`config.mk`:
```
export PLATFORM = sky130hd
export DESIGN_NAME = matrix_stream_unloader
export DESIGN_NICKNAME = d
export VERILOG_FILES = /design/src/rtl/matrix_stream_unloader.sv
export SDC_FILE = /design/constraint.sdc
export NUM_CORES = 1
export LEC_CHECK = 0
export BUFFER_PORTS_ARGS = -buffer_cell sky130_fd_sc_hd__buf_2
export CELL_PAD_IN_SITES_DETAIL_PLACEMENT = 1
export CELL_PAD_IN_SITES_GLOBAL_PLACEMENT = 1
export CORE_MARGIN = 2
export CORE_UTILIZATION = 45
export DETAILED_ROUTE_END_ITERATION = 6
export MAX_ROUTING_LAYER = met4
export PLACE_DENSITY = 0.76
export SLEW_MARGIN = 10
export SYNTH_ARGS = -nofsm -noshare
export SYNTH_HDL_FRONTEND = slang
export SYNTH_SLANG_ARGS = --single-unit
```
`constraint.sdc`:
```
create_clock -name clk -period 5 [get_ports clk]
set_input_delay 1.25 -clock clk [delete_from_list [all_inputs] [get_ports clk]]
set_output_delay 1.25 -clock clk [all_outputs]
set_load 0.03 [all_outputs]
```
`src/rtl/matrix_stream_unloader.sv`:
```
// Streams one ROWS x COLS matrix slot out of the matrix buffer on a valid/ready port.
// Optional trailing checksum beat when UNLOAD_CHECKSUM_EN is defined.
module matrix_stream_unloader #(
    parameter int DATA_W = 32,
    parameter int ROWS   = 16,
    parameter int COLS   = 16,
    parameter int SLOTS  = 8,
    parameter int ADDR_W = $clog2(SLOTS*ROWS*COLS)
) (
    input  logic                       clk,
    input  logic                       reset,
    input  logic                       enable,
    input  logic                       start,
    input  logic [$clog2(SLOTS)-1:0]   slot,
    input  logic                       transpose,
    input  logic                       abort,
    output logic                       rd_en,
    output logic [ADDR_W-1:0]          rd_addr,
    input  logic [DATA_W-1:0]          rd_data,
    output logic signed [DATA_W-1:0]   out_data,
    output logic                       out_valid,
    input  logic                       out_ready,
    output logic                       out_last,
    output logic                       busy,
    output logic                       done
);

    localparam int N = ROWS*COLS;
`ifdef UNLOAD_CHECKSUM_EN
    localparam int BEATS = N + 1;
`else
    localparam int BEATS = N;
`endif
    localparam int CNT_W  = $clog2(BEATS + 1);
    localparam int R_W    = (ROWS > 1) ? $clog2(ROWS) : 1;
    localparam int C_W    = (COLS > 1) ? $clog2(COLS) : 1;
    localparam int SLOT_W = $clog2(SLOTS);

    typedef enum logic [1:0] {S_IDLE, S_STREAM, S_DONE} state_t;

    state_t              state_q, state_d;
    logic [SLOT_W-1:0]   slot_q, slot_d;
    logic                tr_q, tr_d;
    logic [R_W-1:0]      r_q, r_d;
    logic [C_W-1:0]      c_q, c_d;
    logic [CNT_W-1:0]    rd_cnt_q, rd_cnt_d;
    logic [CNT_W-1:0]    beat_q, beat_d;
    logic                ret_q, ret_d;
    logic [DATA_W-1:0]   hold_q, hold_d;
    logic                hold_v_q, hold_v_d;
    logic [DATA_W-1:0]   mem_q [2];
    logic [DATA_W-1:0]   mem_d [2];
    logic                wp_q, wp_d, rp_q, rp_d;
    logic [1:0]          cnt_q, cnt_d;
`ifdef UNLOAD_CHECKSUM_EN
    logic [DATA_W-1:0]   acc_q, acc_d;
    logic                ck_sent_q, ck_sent_d;
`endif

    logic                push, pop, rd_en_c;
    logic [DATA_W-1:0]   push_data;
    logic [2:0]          credit_use;

    always_comb begin
        state_d   = state_q;
        slot_d    = slot_q;
        tr_d      = tr_q;
        r_d       = r_q;
        c_d       = c_q;
        rd_cnt_d  = rd_cnt_q;
        beat_d    = beat_q;
        hold_d    = hold_q;
        hold_v_d  = hold_v_q;
        mem_d     = mem_q;
        wp_d      = wp_q;
        rp_d      = rp_q;
        cnt_d     = cnt_q;
`ifdef UNLOAD_CHECKSUM_EN
        acc_d     = acc_q;
        ck_sent_d = ck_sent_q;
`endif
        push      = 1'b0;
        push_data = '0;

        // Credit counts this cycle's pop so a steady stream sustains one beat per cycle.
        pop = (state_q == S_STREAM) && enable && !abort && (cnt_q != 2'd0) && out_ready;
        credit_use = {1'b0, cnt_q} - {2'b0, pop} + {2'b0, ret_q} + {2'b0, hold_v_q};
        rd_en_c = (state_q == S_STREAM) && enable && !abort &&
                  (rd_cnt_q < CNT_W'(N)) && (credit_use < 3'd2);
        ret_d = rd_en_c;

        if (!enable) begin
            // A read already issued still returns; park it until enable comes back.
            if (ret_q) begin
                hold_d   = rd_data;
                hold_v_d = 1'b1;
            end
        end else begin
            unique case (state_q)
                S_IDLE: begin
                    if (start) begin
                        state_d   = S_STREAM;
                        slot_d    = slot;
                        tr_d      = transpose;
                        r_d       = '0;
                        c_d       = '0;
                        rd_cnt_d  = '0;
                        beat_d    = '0;
`ifdef UNLOAD_CHECKSUM_EN
                        acc_d     = '0;
                        ck_sent_d = 1'b0;
`endif
                    end
                end
                S_STREAM, S_DONE: begin
                    if (abort) begin
                        state_d   = S_IDLE;
                        r_d       = '0;
                        c_d       = '0;
                        rd_cnt_d  = '0;
                        beat_d    = '0;
                        hold_v_d  = 1'b0;
                        wp_d      = 1'b0;
                        rp_d      = 1'b0;
                        cnt_d     = 2'd0;
`ifdef UNLOAD_CHECKSUM_EN
                        acc_d     = '0;
                        ck_sent_d = 1'b0;
`endif
                    end else if (state_q == S_DONE) begin
                        state_d = S_IDLE;
                    end else begin
                        if (ret_q) begin
                            push      = 1'b1;
                            push_data = rd_data;
                        end else if (hold_v_q) begin
                            push      = 1'b1;
                            push_data = hold_q;
                            hold_v_d  = 1'b0;
                        end
`ifdef UNLOAD_CHECKSUM_EN
                        if (push) begin
                            acc_d = acc_q + push_data;
                        end else if ((rd_cnt_q == CNT_W'(N)) && !ck_sent_q &&
                                     ((cnt_q - {1'b0, pop}) < 2'd2)) begin
                            push      = 1'b1;
                            push_data = acc_q;
                            ck_sent_d = 1'b1;
                        end
`endif
                        if (rd_en_c) begin
                            rd_cnt_d = rd_cnt_q + CNT_W'(1);
                            if (!tr_q) begin
                                if (c_q == C_W'(COLS-1)) begin
                                    c_d = '0;
                                    r_d = (r_q == R_W'(ROWS-1)) ? '0 : r_q + R_W'(1);
                                end else begin
                                    c_d = c_q + C_W'(1);
                                end
                            end else begin
                                if (r_q == R_W'(ROWS-1)) begin
                                    r_d = '0;
                                    c_d = (c_q == C_W'(COLS-1)) ? '0 : c_q + C_W'(1);
                                end else begin
                                    r_d = r_q + R_W'(1);
                                end
                            end
                        end
                        if (push) begin
                            mem_d[wp_q] = push_data;
                            wp_d        = ~wp_q;
                        end
                        if (pop) begin
                            rp_d   = ~rp_q;
                            beat_d = beat_q + CNT_W'(1);
                            if (beat_q == CNT_W'(BEATS-1)) begin
                                state_d = S_DONE;
                                beat_d  = '0;
                            end
                        end
                        cnt_d = cnt_q + {1'b0, push} - {1'b0, pop};
                    end
                end
                default: state_d = S_IDLE;
            endcase
        end
    end

    always_ff @(posedge clk or negedge reset) begin
        if (!reset) begin
            state_q   <= S_IDLE;
            slot_q    <= '0;
            tr_q      <= 1'b0;
            r_q       <= '0;
            c_q       <= '0;
            rd_cnt_q  <= '0;
            beat_q    <= '0;
            ret_q     <= 1'b0;
            hold_q    <= '0;
            hold_v_q  <= 1'b0;
            mem_q[0]  <= '0;
            mem_q[1]  <= '0;
            wp_q      <= 1'b0;
            rp_q      <= 1'b0;
            cnt_q     <= 2'd0;
`ifdef UNLOAD_CHECKSUM_EN
            acc_q     <= '0;
            ck_sent_q <= 1'b0;
`endif
        end else begin
            state_q   <= state_d;
            slot_q    <= slot_d;
            tr_q      <= tr_d;
            r_q       <= r_d;
            c_q       <= c_d;
            rd_cnt_q  <= rd_cnt_d;
            beat_q    <= beat_d;
            ret_q     <= ret_d;
            hold_q    <= hold_d;
            hold_v_q  <= hold_v_d;
            mem_q     <= mem_d;
            wp_q      <= wp_d;
            rp_q      <= rp_d;
            cnt_q     <= cnt_d;
`ifdef UNLOAD_CHECKSUM_EN
            acc_q     <= acc_d;
            ck_sent_q <= ck_sent_d;
`endif
        end
    end

    assign rd_en     = rd_en_c;
    assign rd_addr   = ADDR_W'(slot_q) * ADDR_W'(N) + ADDR_W'(r_q) * ADDR_W'(COLS) + ADDR_W'(c_q);
    assign out_valid = (cnt_q != 2'd0);
    assign out_data  = out_valid ? mem_q[rp_q] : '0;
    assign out_last  = out_valid && (beat_q == CNT_W'(BEATS-1));
    assign busy      = (state_q != S_IDLE);
    assign done      = (state_q == S_DONE);

endmodule
```
==> results.txt, run 1 <==
In this run the deepest clock path goes through 2 buffers. The die covers 15000 sq um. The final-report hold violation count is 0.

The tool flagged a number of max-cap violations equal to 0. The arrival time at the worst endpoint came out at between 3 and 4 ns. The via count of the first global-routing pass came to 5416. The standard cell core area is roughly 14000 sq um. The horizontal die dimension is between 100 and 150 microns.

The final-layout fill cell count is 1569. The total routing resource utilization after global routing came out at between 20% and 30%. The sequential cell area in the final layout came out at 3350 sq um. The post-layout net count came out at approximately 770. The clock input transition at the sequential cells of the worst setup and hold paths came out at approximately 0.06 ns.

The fraction of the core area covered by cells at the end of the flow is between 50% and 60%. The effective utilization at floorplan came out at a little under half. The H-tree generated during clock tree synthesis spans 4 levels. The final critical delay including setup and external delays came out at 4.87 ns. The first-pass GRT wire length is ~28000 microns.

The measured slew at the worst slew-check pin is about 1.1 ns. The CTS tree is built. The post-layout total power is between 4 and 5 mW. Counting instances, the worst hold path has a depth of 1. The count of port buffers added during placement came out at 89. The worst reg-to-reg setup slack is roughly 1.1 ns. The clock reaches the later pin of the worst-skew pair after 0.43 ns. In this run the critical register-to-register path is launched from cnt_q[1]. The ratio of routed vias to standard cells is between 5 and 6.

The cell count after synthesis came out at 628. STA classifies the critical path startpoint as an input pin. The maximum number of pins on one net before global-route repair came out at just under 80. The highest achievable clock rate came out at between 0.2 and 0.25 GHz. The number of nets in the synthesized netlist is 683. The post-DP HPWL came out at 10500 microns.

The max-slew headroom at the worst pin came out at 25.0%. The final count of negative-setup-slack endpoints came out at 0. The synthesis-stage register bit count came out at ~130. The post-route setup TNS is 0 ns. The start point of the worst min-delay path is rd_cnt_q[5].

Once placement finished, the instance area stood at about 7000 sq um. For this design the ratio of total power to cell area is roughly 600 nW/um^2. Setup repair after global routing left no endpoint under its margin.

The routed wire length came out at around 17000 microns. The count of different cell masters after synthesis came out at 45. The max-slew violation count is 0.

The total DRC errors in the routed layout came out at 0. The share of the clock period used by the worst path came out at between 90% and 100%. The area of combinational cells with multiple inputs came out at between 2000 and 3000 sq um. The tree built by TritonCTS fans out to approximately 130 sinks.

The count of antenna-violating nets left after detailed routing came out at 0. The flow ran to the end, and the final reports show no timing, DRC or antenna violations. The cell row count is 43. The boundary pin count is 90.

In this run the worst hold path is classified as flip-flop to flip-flop. The share of final-layout standard cells stronger than drive strength 1 came out at around 25%. The average routed wire per standard cell is approximately 19 microns. The area of the mapped netlist is around 6300 sq um.

The proportion of register bits with asynchronous set or reset after synthesis is between 90% and 100%. Buffers inserted during clock tree synthesis total 17. The total vias in the final route came out at around 5100.

The number of antenna violations at the first check in global routing came out at 0. The starting DRC count in detailed routing is 301. The worst hold path terminates at rd_cnt_q[5].

In the layout the commonest cells are dfrtp_1, nor2_1, buf_2. The number of synthesized flops with an enable pin came out at 0. Across the VDD grid, the largest voltage drop is approximately 0.30 mV. The required arrival time at the worst endpoint is roughly 3.8 ns. After routing the design area is 7640 sq um. Between clock sinks in the finished design, the worst skew comes to a little over 0.007 ns.

The number of detailed-routing iterations run before antenna repair came out at 4. For this run, the register share of the synthesized area comes to between 50% and 60%. The root buffer cell chosen for the clock tree is clkbuf_16. The routability congestion estimate is around 0.77.

The reg-to-reg critical path endpoint is r_q[2]. The antenna diode count is 0. In this run the static leakage power is approximately 3.7 nW. Leaving out fill and tap cells, the most frequent cell in the layout is dfrtp_1. Global routing finished with a remaining overflow of 0. The worst setup path is captured at a primary output. The number of hold buffers added after CTS was 0.

The count of warnings emitted by yosys came out at 0. In the synthesized netlist the dominant register cell turns out to be dfrtp_1. The biggest fanout along the worst timing path came out at 3. The area overhead of the layout relative to synthesis came out at 20.8%. For the worst flop-to-flop path, the logic depth is 13. The average instance area after synthesis is a little over 10 sq um. The setup path with the least slack is of type input pin to primary output. The die boundary height is roughly 120 microns.
[how the worst max path moves through the flow]
stage,end,slack [ns],startpoint,depth (start not counted)
after global routing,rd_en,0.01,abort,12
final,rd_en,0.13,abort,12
after CTS,rd_en,0.03,abort,12
after floorplan,rd_en,0.11,abort,10
after global placement,rd_en,0.10,abort,11
after detailed placement,rd_en,0.05,abort,12
[timing repair]
item | 4_1_cts | 5_1_grt
resized for setup | 0 | 7
buffers inserted | 0 | 1
setup endpoints to repair | 0 | 1
[report_power, final]
| part | switching (mW) | total (mW) | leakage (nW) | internal, mW |
|---|---|---|---|---|
| clock | 0.466 | 1.29 | 0.297 | 0.819 |
| combinational | 0.928 | 1.57 | 1.66 | 0.638 |
| sequential | 0.325 | 1.84 | 1.70 | 1.52 |
| total | 1.72 | 4.70 | 3.66 | 2.98 |
[per-layer routing]
layer | up-vias | track usage (%) | part of all wire (%)
li1 | 2387 | - | -
met1 | 2638 | 31.2 | 44
met2 | 106 | 39.9 | 51
met3 | 18 | 5.02 | 4.0
met4 | 0 | 8.05 | 1.3
met5 | - | - | 0
[kinds of logic (layout without fill, tap and decap cells)]
| group | count (synthesis) | in the layout | synth area share [%] |
|---|---|---|---|
| and+or+nand+nor | 187 | 187 | 13.4 |
| AOI/OAI and AO/OA | 168 | 168 | 15.5 |
| adders and majority gates | 13 | 13 | 2.69 |
| muxes | 70 | 70 | 11.8 |
| xor gates and xnor gates | 2 | 2 | 0.277 |
| DFF | 134 | 134 | 53.1 |
| buffers and inverters | 54 | 150 | 3.23 |
[sequential cells by signal, summed over array words and instances (netlist names)]
name      cells
rd_cnt_q      9
mem_q        64
hold_q       32
ret_q         1
cnt_q         2
slot_q        3
rp_q          1
state_q       2
tr_q          1
r_q           4
beat_q        9
hold_v_q      1
c_q           4
wp_q          1
[metrics by stage]
stage	setup WS, ns	hold WS (ns)	std cells
final	0.134	0.475	904
after global routing	0.0101	0.512	904
after CTS	0.0318	0.477	903
after detailed placement	0.0489	0.464	872
after global placement	0.104	0.452	872
after floorplan	0.111	0.437	628
[critical path, cell delays in order]
cell and delay [ns]:
buf_2 0.10, nand3b_1 0.19, or2_4 0.25, inv_1 0.07
ha_1 0.23, inv_1 0.06, ha_1 0.23, a21o_1 0.18
fa_2 0.41, xnor2_4 0.16, nor4_4 0.29, buf_6 0.18
[synth_stat cells (2+ instances only)]
master	count	share of area [%]
a21oi_1	72	5.7
nand2_1	20	1.2
nor2b_1	2	0.20
a22oi_1	31	3.7
ha_1	12	2.4
o31ai_1	5	0.59
nor3_1	5	0.40
clkbuf_1	37	2.2
dfrtp_1	134	53
o21bai_1	2	0.24
mux2_2	37	6.6
nand4_1	4	0.40
mux2i_1	33	5.2
nor2_1	110	6.5
nand3_1	19	1.5
nor3b_1	2	0.24
nand4b_1	2	0.28
and3_1	4	0.40
nand2b_1	5	0.49
inv_1	16	0.95
a31oi_1	11	1.1
o21ai_0	35	2.8
o211ai_1	3	0.36
a21o_1	5	0.59
nand3b_1	2	0.24
[layout make-up]
type | instances | share of cell area [%]
multi-input cells | 440 | 37.0
clock buffers | 23 | 6.26
well taps | 180 | 2.95
repair buffers | 103 | 7.49
flip-flops and latches | 134 | 43.9
clock inverters | 8 | 1.61
inverters | 16 | 0.786
Power figures use the tool's default switching activity.
==> run 2, diff against run 1 <==
--- a/config.mk
+++ b/config.mk
@@ -11,6 +11,7 @@
 export CORE_MARGIN = 2
-export CORE_UTILIZATION = 45
+export CORE_UTILIZATION = 35
 export DETAILED_ROUTE_END_ITERATION = 6
+export HOLD_SLACK_MARGIN = 0.15
 export MAX_ROUTING_LAYER = met4
-export PLACE_DENSITY = 0.76
+export PLACE_DENSITY = 0.61
 export SLEW_MARGIN = 10
--- a/constraint.sdc
+++ b/constraint.sdc
@@ -3,2 +3,2 @@
 set_output_delay 1.25 -clock clk [all_outputs]
-set_load 0.03 [all_outputs]
+set_load 0.05 [all_outputs]
==> run 2 against run 1 <==
Compared with the run above:
- wire length decreased by 0.88%
- clock skew increased by 0.0030 ns
- count of clock-buffer cells in the layout decreased by 2
- global-route usage decreased by 5.9 points
- clock power about the same
- non-clock buffer count unchanged
- first-iteration DRC count decreased by 25%
- combinational power increased by 9.6%
- sequential power decreased by 2%
==> results.txt, run 2 (same netlist as run 1, synthesis figures left out) <==
The startpoint identified for the worst hold timing path is beat_q[8]. The worst slack after detailed placement is 0.0643 ns (+0.0154 ns). The area overhead of the layout relative to synthesis is 21.7%.

The total power divided by cell area is 627 nW/um^2 (+1.9%). The total DRC errors in the routed layout came out at 0 (unchanged). The most critical setup path has its endpoint at rd_en. The count of port buffers added during placement came out at 89 (unchanged). The power spent charging and discharging nets is 1.85 mW (+7.7%). The CTS buffer count is 17 (unchanged). The post-layout net count was 767 (unchanged). The first-pass GRT wire length was 28100 microns (+2.0%). The post-DP HPWL was 10800 microns (+3.0%).

The cell row count is 49 (+14%). The final critical delay including setup and external delays is 4.88 ns (+0.0108 ns). The ratio of routed vias to standard cells is 5.30 (-7.0%).

The effective utilization at floorplan came to 35.4% (-10 points). The post-route setup TNS is 0 ns (unchanged). The die boundary height came out at 138 microns (+13%).

The highest achievable clock rate is 0.205 GHz (-0.22%). The boundary pin count was 90 (unchanged). The starting DRC count in detailed routing came out at 227 (-25%). The flow ran to the end, and the final reports show no timing, DRC or antenna violations. The number of detailed-routing iterations run before antenna repair is 5 (+1).

The path category of the worst min-delay check is flip-flop to flip-flop. The standard cell core area is 17800 sq um (+30%). The arrival time at the worst endpoint is 3.63 ns (about the same). The total routing resource utilization after global routing came out at 18.7% (-5.9 points).

The max-slew violation count was 0 (unchanged). The worst reg-to-reg setup slack is 1.20 ns (+0.10 ns). The startpoint identified for the worst register-to-register timing path is state_q[1]. The setup slack of the critical path after layout is 0.123 ns (-0.0108 ns).

The biggest fanout along the worst timing path is 6 (+3). The maximum number of pins on one net before global-route repair is 106 (+36%). The final count of negative-setup-slack endpoints was 0 (unchanged). The antenna diode count is 0 (unchanged). The die outline area came out at 19100 sq um (+28%). The routed wire length is 16900 microns (-0.88%). The max capacitance violation total is 0 (unchanged). Counting flops per register, the top entry is mem_q. The type of element launching the critical path is an input pin. The average routed wire per standard cell is 17.7 microns (-6.0%). The clock latency on the worst-skew pair came out at 0.42 ns (about the same).

The combinational power share was 35.6% (+2.2 points). The net switching share of the total power is 38.4% (+1.8 points). In the layout the commonest cells are dfrtp_1, nor2_1, buf_2. The worst setup path is of the input pin to primary output kind. The number of sinks driven by the clock tree is 134 (unchanged). The share of final-layout standard cells stronger than drive strength 1 came out at 25.0% (+0.28 points). The clock network fraction of total power was 27.0% (-0.4 points). The number of antenna violations at the first check in global routing is 0 (unchanged). TritonCTS built the clock tree. The count of antenna-violating nets left after detailed routing came out at 0 (unchanged). The routability congestion estimate is 0.795 (+3.9%). The total vias in the final route came out at 5049 (-1.9%). The number of cells on the worst reg-to-reg path is 15 (+2).

The via count of the first global-routing pass came to 5423 (+0.13%). The share of the clock period used by the worst path came out at 97.5% (+0.22 points). The internal power contribution came out at 2.97 mW (-0.25%). The worst clock skew came to 0.0102 ns (+0.00303 ns). The worst setup path is captured at a primary output. The measured slew at the worst slew-check pin came out at 1.13 ns (+0.00553 ns). The final-report hold violation count came out at 0 (unchanged).

The number of buffers inserted to repair setup after CTS came out at 0 (unchanged). The endpoint identified for the worst register-to-register timing path is r_q[2]. The buffer depth of the longest clock path came out at 2 (unchanged). Tracing the worst setup path back leads to its startpoint at abort. The largest registers in the layout are mem_q: 64 flops, hold_q: 32 flops. The flip-flop count of the largest register, all copies and words added is 64 (unchanged). The peak ir drop on the vdd network came to 0.276 mV (-7.7%). Setup repair after global routing left no endpoint under its margin. Leaving out fill and tap cells, the most frequent cell in the layout is dfrtp_1.

The clock input transition at the sequential cells of the worst setup and hold paths came out at 0.05 ns (about the same). The max-slew headroom at the worst pin came out at 24.6% (-0.37 points). The static leakage came out at 3.67 nW (about the same).

The horizontal die dimension was 138 microns (+13%). The cell sitting at the root of the clock tree is a clkbuf_16. The register share of total power is 37.4% (-1.9 points). The required arrival time at the worst endpoint came out at 3.75 ns (about the same).

The remaining global-route overflow is 0 (unchanged). The deepest level of the CTS H-tree came to 4 (unchanged).
## run 2: repair_timing
action	CTS	global route
gates resized for setup	0	4
endpoints found under the setup margin	0	1
hold buffers	0	0
## run 2: worst min path at each step
stage                   to  slack [ns]  cells after the start
2_1_floorplan  rd_cnt_q[5]        0.44                      1
3_3_place_gp   rd_cnt_q[5]        0.45                      1
3_5_place_dp     beat_q[8]        0.48                      1
4_1_cts          beat_q[8]        0.49                      1
5_1_grt          beat_q[8]        0.52                      1
6_report         beat_q[8]        0.48                      1
## run 2: stage by stage
stage	cells	hold WS (ns)	cell area (sq um)	util, %	power [mW]
5_1_grt	953	0.517	7690	43.1	5.15
3_5_place_dp	922	0.477	7070	39.6	3.55
4_1_cts	953	0.490	7680	43.0	4.89
2_1_floorplan	628	0.437	6340	-	3.05
3_3_place_gp	922	0.454	7070	39.6	3.46
6_report	953	0.483	7690	43.1	4.82
## run 2: layout make-up
type | count | area (sq um)
Timing Repair Buffer | 103 | 563
Multi-Input combinational cell | 440 | 2820
Clock buffer | 21 | 470
Inverter | 16 | 60.1
Clock inverter | 10 | 144
Fill cell | 2015 | 10100
Tap cell | 229 | 287
Sequential cell | 134 | 3350
## run 2: layer usage
metal	GRT usage [%]	wire length (microns)
met1	24.0	7870
met5	-	0
met3	3.43	469
met4	4.24	123
met2	31.2	8440
## run 2: critical path: stages
cell and delay (ns):
buf_2 0.13, nand3b_1 0.17, or2_2 0.32, inv_1 0.09
ha_1 0.23, inv_1 0.06, ha_1 0.22, a21o_1 0.17
fa_2 0.36, xnor2_2 0.18, nor4_4 0.22, buf_6 0.21
## run 2: power groups by stage
stage,sequential (mW),clock (mW),combinational [mW]
3_5_place_dp,1.83,0,1.73
2_1_floorplan,1.76,0,1.29
6_report,1.80,1.30,1.72
3_3_place_gp,1.79,0,1.67
5_1_grt,1.87,1.38,1.90
4_1_cts,1.81,1.33,1.74
